`src/rtl/board_input.sv`:
```
// board_input: input conditioning for the board's push buttons and slide switches.
// Raw pins are synchronised into clk and debounced. The outputs are clean levels,
// one-cycle press/release pulses per button, and a debounced switch bus with a
// change pulse. Consumers use these outputs and never clock on a raw pin.
//
// Per-button debounce FSM:
//   state  | meaning
//   LO     | debounced level 0, synchronised input agrees
//   LO_CHK | level 0, input has read 1 for cnt consecutive cycles
//   HI     | debounced level 1, synchronised input agrees
//   HI_CHK | level 1, input has read 0 for cnt consecutive cycles
module board_input #(
  parameter int NBTN            = 6,
  parameter int NSW             = 32,
  parameter int SYNC_STAGES     = 2,
  parameter int DEBOUNCE_CYCLES = 1_000_000
) (
  input  logic            clk,
  input  logic            rst_n,
  input  logic [NBTN-1:0] swb,
  input  logic [NSW-1:0]  sw,
  output logic [NBTN-1:0] btn_level,
  output logic [NBTN-1:0] btn_press,
  output logic [NBTN-1:0] btn_release,
  output logic            any_press,
  output logic [NSW-1:0]  sw_stable,
  output logic            sw_changed
);

  localparam int CW = $clog2(DEBOUNCE_CYCLES + 1);
  localparam logic [CW-1:0] CNT_DONE = CW'(DEBOUNCE_CYCLES);
  localparam logic [CW-1:0] CNT_ONE  = CW'(1);

  typedef enum logic [1:0] {
    LO     = 2'd0,
    LO_CHK = 2'd1,
    HI     = 2'd2,
    HI_CHK = 2'd3
  } btn_state_t;

  // Synchroniser chains; index 0 samples the pin, the top index is the clean copy.
  logic [SYNC_STAGES-1:0][NBTN-1:0] btn_sync;
  logic [SYNC_STAGES-1:0][NSW-1:0]  sw_sync;
  logic [NBTN-1:0]                  btn_s;
  logic [NSW-1:0]                   sw_bus;

  // Shift the raw pins through the synchroniser flops.
  always_ff @(posedge clk or negedge rst_n) begin
    if (!rst_n) begin
      btn_sync <= '0;
      sw_sync  <= '0;
    end else begin
      btn_sync <= {btn_sync[SYNC_STAGES-2:0], swb};
      sw_sync  <= {sw_sync[SYNC_STAGES-2:0], sw};
    end
  end

  assign btn_s  = btn_sync[SYNC_STAGES-1];
  assign sw_bus = sw_sync[SYNC_STAGES-1];

  // One independent debounce FSM per button.
  for (genvar i = 0; i < NBTN; i++) begin : g_btn
    btn_state_t    state;
    logic [CW-1:0] cnt;
    logic          lvl;
    logic          prs;
    logic          rel;
    logic          s;

    assign s = btn_s[i];

    // Qualify a level change only after the input disagrees for long enough;
    // the pulses are registered in the same cycle as the level change.
    always_ff @(posedge clk or negedge rst_n) begin
      if (!rst_n) begin
        state <= LO;
        cnt   <= '0;
        lvl   <= 1'b0;
        prs   <= 1'b0;
        rel   <= 1'b0;
      end else begin
        prs <= 1'b0;
        rel <= 1'b0;
        case (state)
          LO: begin
            if (s) begin
              state <= LO_CHK;
              cnt   <= CNT_ONE;
            end
          end
          LO_CHK: begin
            if (!s) begin
              state <= LO;
              cnt   <= '0;
            end else if (cnt == CNT_DONE) begin
              state <= HI;
              lvl   <= 1'b1;
              prs   <= 1'b1;
              cnt   <= '0;
            end else begin
              cnt <= cnt + 1'b1;
            end
          end
          HI: begin
            if (!s) begin
              state <= HI_CHK;
              cnt   <= CNT_ONE;
            end
          end
          HI_CHK: begin
            if (s) begin
              state <= HI;
              cnt   <= '0;
            end else if (cnt == CNT_DONE) begin
              state <= LO;
              lvl   <= 1'b0;
              rel   <= 1'b1;
              cnt   <= '0;
            end else begin
              cnt <= cnt + 1'b1;
            end
          end
          default: begin
            state <= LO;
            cnt   <= '0;
            lvl   <= 1'b0;
          end
        endcase
      end
    end

    assign btn_level[i]   = lvl;
    assign btn_press[i]   = prs;
    assign btn_release[i] = rel;
  end

  assign any_press = |btn_press;

  // Switch bus: one shared counter. Any bit moving restarts the count; the count
  // saturates, so a bus that settles back to sw_stable never produces a pulse.
  logic [NSW-1:0] sw_prev;
  logic [CW-1:0]  sw_cnt;
  logic [NSW-1:0] sw_stable_q;
  logic           sw_changed_q;

  // Track stability of the synchronised bus and latch a new value once qualified.
  always_ff @(posedge clk or negedge rst_n) begin
    if (!rst_n) begin
      sw_prev      <= '0;
      sw_cnt       <= '0;
      sw_stable_q  <= '0;
      sw_changed_q <= 1'b0;
    end else begin
      sw_changed_q <= 1'b0;
      sw_prev      <= sw_bus;
      if (sw_bus != sw_prev) begin
        sw_cnt <= '0;
      end else if (sw_cnt == CNT_DONE) begin
        if (sw_bus != sw_stable_q) begin
          sw_stable_q  <= sw_bus;
          sw_changed_q <= 1'b1;
          sw_cnt       <= '0;
        end
      end else begin
        sw_cnt <= sw_cnt + 1'b1;
      end
    end
  end

  assign sw_stable  = sw_stable_q;
  assign sw_changed = sw_changed_q;

endmodule
```
`config.mk`:
```
export PLATFORM = sky130hd
export DESIGN_NAME = board_input
export DESIGN_NICKNAME = d
export VERILOG_FILES = /design/src/rtl/board_input.sv
export SDC_FILE = /design/constraint.sdc
export NUM_CORES = 1
export LEC_CHECK = 0
export ABC_AREA = 1
export BUFFER_PORTS_ARGS = -buffer_cell sky130_fd_sc_hd__buf_2
export CORE_UTILIZATION = 35
export CTS_BUF_LIST = sky130_fd_sc_hd__clkbuf_8
export CTS_CLUSTER_DIAMETER = 200
export DETAILED_ROUTE_END_ITERATION = 10
export PLACE_DENSITY = 0.6
export SYNTH_ARGS = -nofsm -noshare
export SYNTH_HDL_FRONTEND = slang
export SYNTH_SLANG_ARGS = --single-unit
```
`constraint.sdc`:
```
create_clock -name clk -period 2 [get_ports clk]
set_input_delay 0.1 -clock clk [delete_from_list [all_inputs] [get_ports clk]]
set_output_delay 0.1 -clock clk [all_outputs]
set_load 0.005 [all_outputs]
```
---- Yosys cells after proc, flatten, opt, wreduce, memory -nomap -nowiden ----
Cells that the tools add are included.
W data, S select, Z words.
cells by class
  add/sub/neg operators ................... 7
  equal/unequal tests ..................... 76
  multiplexer cells ....................... 144
  bitwise operators ....................... 1
  reduce and logical (&&, ||, !) cells .... 32
operators by type and width
  operator                 number
  $mux W20                 33
  $pmux W20 S4             6
  $add A20 B1 Y20 const B  7
  $eq A20 B20 Y1 const B   7
  $mux W2                  36
  $ne A2 B2 Y1 const B     36
  $ne A32 B32 Y1           2
  $mux W1                  57
  $pmux W2 S4              6
  $ne A3 B3 Y1 const B     12
  $reduce_and A5 Y1        6
  $eq A2 B2 Y1 const B     12
  $reduce_and A4 Y1        6
  $eq A2 B1 Y1 const B     6
  $logic_not A2 Y1         6
  $pmux W1 S2              6
  $reduce_and A2 Y1        6
  $reduce_bool A2 Y1       6
  $reduce_or A6 Y1         1
  $ne A3 B2 Y1 const B     1
  $reduce_and A3 Y1        1
  $not A1 Y1               1
storage, ports and cells
  bits in registers ....................... 311
  output and inout port bits .............. 52
  word-level logic and storage cells ...... 298

---- Longest topological paths before layout ----
Gate-level depths: netlist of the first run.
  word-level depth ........................ 4
  depth in mapped cells ................... 13

---- Worst setup path before layout of the first run ----
Ideal clock, no wire load.
  path type ............................... register to register
  start point ............................. register g_btn[0].cnt[0]
  end point ............................... register g_btn[0].cnt[6]
  library setup time ...................... 0.121 ns
  arrival time ............................ 1.496 ns
  required time ........................... 1.879 ns
  path slack .............................. 0.383 ns
  cell stages (with the launch flop) ...... 11
  path buffers ............................ 1
  period minus slack after synthesis ...... 1.617 ns
  cell sequence ........................... dfrtp_1 > inv_1 > ha_1 > nand3_1 > nor2_1 > nand3_1 > nand2_1 > o21ai_0 > nor2_1 > buf_2 > nor2_1
on the way
  cells in the longest elaborated chain, start to end .. 4
ends and longest elaborated chain
  element                                                   RTL line  RTL
  from (decl)                                               64        logic [CW-1:0] cnt;
  from (signal assigned)                                    101       cnt <= cnt + 1'b1;
  from (signal assigned)                                    120       cnt <= cnt + 1'b1;
  $add A20 B1 Y20 / $eq A20 B20 Y1 (equally long branches)  -
  $mux W20 *                                                95, 114
  $mux W20, on equally long branches                        111, 92
  $pmux W20 S4 *                                            84        case (state)
Every way passes the cells marked *; elsewhere a longest branch is shown, timed or not.
A chain may end at the register's enable or synchronous reset.

---- Final worst setup path of the first run ----
  start point ............................. register g_btn[4].cnt[1]
  end point ............................... register g_btn[4].cnt[19]
on the way
  cells in the longest elaborated chain, start to end .. 4
ends and longest elaborated chain
  element                                                   RTL line
  from (decl)                                               64
  from (signal assigned)                                    101
  from (signal assigned)                                    120
  $add A20 B1 Y20 / $eq A20 B20 Y1 (equally long branches)  -
  $mux W20 *                                                95, 114
  $mux W20, on equally long branches                        111, 92
  $pmux W20 S4 *                                            84
Marked as above.

==> results.cfg, run 1 <==
[outcome]
status = finished clean

[place]
gp_congestion = 0.865
place.port_buffers = 91
pre_cts_ws_ps = 55.7
detailed_place_hpwl_um = 23700
dp_cells = 2468

[global_routing]
first_global_vias = 12200
antenna_found_initial = 0
grt_pass1_wl_um = 57900
grt_start_max_net_pins = 70
grt-ovfl-total = 0
grt_usage = 0.159

[power]
pwr-share-clk = 0.412
p_sw_frac = 0.275
p_leak_nw = 8.58
intPower_mw = 10.5
power_frac_comb = 0.114
p_per_area_mw_per_mm2 = 804
ir_worst_vdd_v = 0.000451
pwr-share-seq = 0.473
p_switching_mw = 3.97

[synthesis]
netlist_top_cells_area = dfrtp_1 52%, nand2_1 12%, inv_1 6.3%
ys_ff_latch = 311
synth_area_leader_cell = dfrtp_1
syn_area_mm2 = 0.0150
yosys.area.top_type_share = 0.517
avgSynthCellArea_um2 = 8.19
yosys_warnings = 0
syn_nets = 1891
ys_types = 41
synth_seq_area_share = 0.517
syn-instance-count = 1837

[sta]
tightest_slew_ps = 490
fin_skew_ps = 25.6
setup_violations = 0
finalHoldViolCount = 0
min_period_ps = 1860
layout_setup_ws_ps = 139
slew_headroom = 0.671
rsz0062_at_grt = no
max_freq_mhz = 537
setup_tns_ps = 0
finalCritPeriodShare = 0.931
drv_slew = 0

[detailed_routing]
drcViolationCount = 0
drtIter0Drc = 660
drtPass1Iterations = 5
vias = 12300
wirelength_um = 33900
postRouteAntennaNets = 0
vias_per_cell = 4.71
wl_per_cell_um = 13.0

[floorplanning]
ios = 92
die_height_um = 209
core_mm2 = 0.0421
row_count = 75
start_util = 0.357
die-area_mm2 = 0.0438
fp.dieW_um = 209

[worst_hold_path]
hp-class = in2reg

[clock_network]
cts-root-buf = clkbuf_8
cts_max_level = 2
clk_path_buf_depth = 3
cts_tree = built
clk_pin_slew_ps = 80
cts_buffers = 55
cts_num_sinks = 311
insertion_delay_ps = 630

[final_layout]
num-fill-cells = 4185
num_antenna_cells = 0
fin_cells = 2607
drive_above_1_share = 0.119
area.growth.synth_to_final_pct = 19.2
nNetsFinal = 2080
utilization = 0.426

[setup_path]
cp_max_fo = 6
worst_path_largest_cell_delay_ps = 390
critPathSlowestCell = dfrtp_1
crit_path_end_kind = register
crit_chain = inv_1, ha_1, nand3_1, nor3_1, buf_4, nand2_1, nand2_1, inv_1, nand3_1, o21ai_0
cp-start-kind = register
worst_ep_arrival_time_ps = 2330
crit_type = reg2reg
critical_path_required_ps = 2470

[flow_run]
drv_cap = 0
sequential cells by signal, indices dropped and copies added (netlist names), 6 cells and up, named ones only:
register	count
g_btn.cnt	120
sw_bus	32
sw_prev	32
sw_stable	32
sw_sync	32
sw_cnt	20
btn_s	6
btn_sync	6
g_btn.lvl	6
g_btn.prs	6
g_btn.rel	6
g_btn.state	6
kinds of logic (layout without fill, tap and decap cells):
| logic type | Yosys count | after routing | synth area share |
|---|---|---|---|
| XOR/XNOR | 105 | 105 | 0.0611 |
| AO/OA/AOI/OAI | 124 | 124 | 0.0457 |
| buffers and inverters | 304 | 535 | 0.0833 |
| AND/OR/NAND/NOR | 979 | 979 | 0.281 |
| adder cells (fa/ha/maj) | 14 | 14 | 0.0116 |
| flip-flops | 311 | 311 | 0.517 |
stage by stage:
stage | area (um2) | hold slack, ps | total power, mW
final | 17900 | 109 | 14.4
after global routing | 17900 | 81.0 | 15.3
after CTS | 17900 | 47.7 | 14.7
after detailed placement | 16300 | 16.5 | 8.53
after global placement | 16300 | 14.4 | 8.50
after floorplan | 15000 | -196 | 7.86
area by class of cell:
| class | instances | area, um2 | area share |
|---|---|---|---|
| Sequential cell | 311 | 7780 | 0.434 |
| Multi-Input combinational cell | 1222 | 6050 | 0.337 |
| Timing Repair Buffer | 177 | 1330 | 0.0739 |
| Tap cell | 539 | 674 | 0.0376 |
| Clock inverter | 29 | 165 | 0.00921 |
| Inverter | 259 | 972 | 0.0542 |
| Clock buffer | 70 | 963 | 0.0537 |
timing repair:
action / CTS / global route
hold buffers: 40 / 0
endpoints found under the setup margin: 2 / 44
endpoints found under the hold margin: 349 / 0
pin swaps: 0 / 1
setup buffers: 0 / 0
gates resized for setup: 1 / 10
per-layer routing:
layer,global-route usage,wire [um],up-vias
met5,0,0,-
met4,0.0619,867,0
met3,0.0299,1520,65
met2,0.258,15500,215
met1,0.211,16000,5777
li1,-,-,6209
critical path, delay by kind of cell, from the launching register on:
kind | cells | cell delay (ps)
AO/OA/AOI/OAI | 1 | 80
buffers and inverters | 3 | 390
AND/OR/NAND/NOR | 5 | 660
adder cells (fa/ha/maj) | 1 | 200
flip-flops | 1 | 390
power groups by stage:
stage               clock network [mW]  registers (mW)  logic, mW
finish                            5.95            6.83       1.65
global route                      6.49            6.87       1.90
CTS                               6.21            6.83       1.67
detailed placement                   0            6.94       1.59
global placement                     0            6.93       1.57
floorplan                            0            6.88      0.989
cell usage after synthesis:
cell type / count
buf_4: 19
o22ai_1: 21
nor3b_1: 1
inv_2: 5
nor2_2: 1
nor4_1: 9
dfrtp_1: 311
nor3_1: 64
o21ai_1: 3
a2bb2oi_1: 1
nand3_2: 1
or2_1: 2
nor2_8: 1
nand3_1: 110
a31oi_1: 1
nand2_2: 2
nor2_1: 223
xor2_1: 58
a21oi_1: 21
xnor2_1: 47
a22oi_1: 2
nor4_2: 1
buf_2: 14
clkbuf_1: 9
o211ai_1: 5
nand4_1: 80
nor2_4: 1
o21bai_1: 1
a21o_1: 2
o211a_1: 1
clkinv_1: 1
nor3_2: 6
nand3b_1: 4
o21a_1: 1
a211oi_1: 1
buf_6: 3
nand2_1: 471
inv_1: 253
ha_1: 14
or2_2: 2
o21ai_0: 64
cells in the final DEF, fill, tap and decap left out, drive strengths merged, types with 21 or more instances in the layout:
master       Yosys  layout
nand2          473     473
dfrtp          311     311
inv            258     278
nor2           226     226
buf             36     138
nand3          111     111
nand4           80      80
clkbuf           9      70
nor3            70      70
o21ai           67      67
xor2            58      58
xnor2           47      47
dlygate4sd3      0      39
a21oi           21      21
o22ai           21      21
final timing paths:
check	from	endpoint	slack, ps	cells after the start
min in group asynchronous	rst_n	sw_prev[14]$_DFF_PN0_	120	3
max in group asynchronous	rst_n	sw_bus[4]$_DFF_PN0_	1370	3
worst min register to register	sw_sync[11]$_DFF_PN0_	sw_bus[11]$_DFF_PN0_	340	0
worst max-delay path	g_btn[4].cnt[1]$_DFFE_PN0P_	g_btn[4].cnt[19]$_DFFE_PN0P_	140	10
worst min-delay path	sw[22]	sw_sync[22]$_DFF_PN0_	110	2
worst max register to register	g_btn[4].cnt[1]$_DFFE_PN0P_	g_btn[4].cnt[19]$_DFFE_PN0P_	140	10
Note: power is estimated with default switching activity, not from simulation.
==> inputs of run 2 (changes only) <==
Settings changed: CTS_CLUSTER_DIAMETER 200 to default, CTS_CLUSTER_SIZE from default to 12, RECOVER_POWER from default to 100.
==> run 2 against run 1 <==
Largest power group unchanged. Final area decreased by 1.2%. Hold slack improved by 6.9 ps. Via count about the same.
==> results.cfg, run 2 (synthesized netlist as in run 1, its figures left out) <==
[detailed_routing]
wl_per_cell_um = 13.0
wirelength_um = 33900
vias_per_cell = 4.71
drcViolationCount = 0
postRouteAntennaNets = 0
vias = 12300
drtPass1Iterations = 5
drtIter0Drc = 657

[flow_run]
drv_cap = 0

[floorplanning]
fp.dieW_um = 209
core_mm2 = 0.0421
die-area_mm2 = 0.0438
ios = 92
die_height_um = 209
row_count = 75
start_util = 0.357

[setup_path]
ff2ff_path_depth = 12
critical_path_required_ps = 2560
cp-endpoint = sw_stable[4]$_DFFE_PN0P_
reg2reg_from = sw_bus[17]$_DFF_PN0_
worst_ep_arrival_time_ps = 2420
cp_max_fo = 12
crit-reg2reg-capture = sw_stable[4]$_DFFE_PN0P_
crit_start = sw_bus[17]$_DFF_PN0_
rrSetupSlack_ps = 130
crit_type = reg2reg
cp-start-kind = register
crit_path_end_kind = register

[place]
place.port_buffers = 91
gp_congestion = 0.865
placed_area_mm2 = 0.0163
detailed_place_hpwl_um = 23700

[clock_network]
cts_tree = built
insertion_delay_ps = 620
cts_num_sinks = 311
cts-root-buf = clkbuf_8
clk_path_buf_depth = 3
clk_pin_slew_ps = 70
cts_max_level = 2
cts_buffers = 55
postCtsSetupRepairBufs = 0

[final_layout]
area.growth.synth_to_final_pct = 17.8
nNetsFinal = 2080
num_antenna_cells = 0
largest_register_ffs = 120
drive_above_1_share = 0.0924
layout_common_cells = 468 x nand2_1, 311 x dfrtp_1, 270 x inv_1
post-route-cell-area_mm2 = 0.0177
regMostFlops = g_btn.cnt
final_common_cell = nand2_1
num-fill-cells = 4230

[power]
pwr-share-seq = 0.476
intPower_mw = 10.4
p_sw_frac = 0.275
ir_worst_vdd_v = 0.000451
p_per_area_mw_per_mm2 = 810
p_leak_nw = 8.34
power_mw = 14.3
pwr-share-clk = 0.414
power_frac_comb = 0.110
p_switching_mw = 3.95

[worst_hold_path]
hp-class = in2reg

[global_routing]
grt_usage = 0.159
grt_pass1_wl_um = 57900
grt_start_max_net_pins = 70
antenna_found_initial = 0
grt-ovfl-total = 0
first_global_vias = 12200

[sta]
setup_tns_ps = 0
tightest_slew_ps = 947
finalHoldViolCount = 0
setup_violations = 0
max_freq_mhz = 536
slew_headroom = 0.368
finalCritPeriodShare = 0.934
drv_slew = 0
min_period_ps = 1870
rsz0062_at_grt = no
fin_skew_ps = 19.0

[outcome]
status = finished clean
## run 2: power groups by stage
stage                     registers (mW)  logic (mW)  clock network [mW]
after floorplan                     6.88       0.989                   0
after global placement              6.93        1.57                   0
after detailed placement            6.94        1.59                   0
after CTS                           6.83        1.67                6.21
after global routing                6.87        1.82                6.49
final                               6.83        1.57                5.94
## run 2: stage by stage
stage / worst slack (ps) / hold WS, ps / instances / util
2_1_floorplan: 383 / -196 / 1837 / -
4_1_cts: 39.9 / 47.7 / 2607 / 0.425
3_3_place_gp: 47.7 / 14.4 / 2468 / 0.388
3_5_place_dp: 55.7 / 16.5 / 2468 / 0.388
6_report: 133 / 116 / 2607 / 0.421
5_1_grt: 2.27 / 81.0 / 2607 / 0.421
## run 2: worst min path at each step
stage                start                     to  slack [ps]  cells past startpoint
detailed placement   rst_n  sw_prev[14]$_DFF_PN0_          20                      1
finish              sw[22]  sw_sync[22]$_DFF_PN0_         120                      2
floorplan            rst_n              async pin        -200                      0
CTS                 sw[22]  sw_sync[22]$_DFF_PN0_          50                      2
global route         sw[7]   sw_sync[7]$_DFF_PN0_          80                      2
global placement     rst_n  sw_prev[14]$_DFF_PN0_          10                      1
## run 2: area by class of cell
type	instances	area, um2	area share
Tap cell	539	674	0.0381
Sequential cell	311	7780	0.439
Timing Repair Buffer	177	1130	0.0636
Clock buffer	70	963	0.0544
Multi-Input combinational cell	1222	6030	0.341
Inverter	259	972	0.0549
Clock inverter	29	165	0.00932
## run 2: per-layer routing
| metal | track usage | vias up | wire (um) |
|---|---|---|---|
| li1 | - | 6210 | - |
| met1 | 0.211 | 5789 | 16100 |
| met4 | 0.0619 | 0 | 869 |
| met3 | 0.0299 | 65 | 1510 |
| met2 | 0.258 | 205 | 15500 |
| met5 | 0 | - | 0 |
## run 2: worst max-delay path, cell delays in order, from the launching register on
cell     delay (ps)
dfrtp_1         440
inv_1            80
nand2_1          70
nand2_1          50
nor2_1          100
nand2_1          70
nor2_1          180
nand2_2         120
nor2_8          130
buf_4           160
buf_4           190
nand4_1         120
nand2_1          80
## run 2: timing repair
action	in CTS	in global routing
pin swaps	0	1
gates resized for setup	1	10
hold endpoints to repair	349	0
hold buffers	40	0
endpoints found under the setup margin	2	44
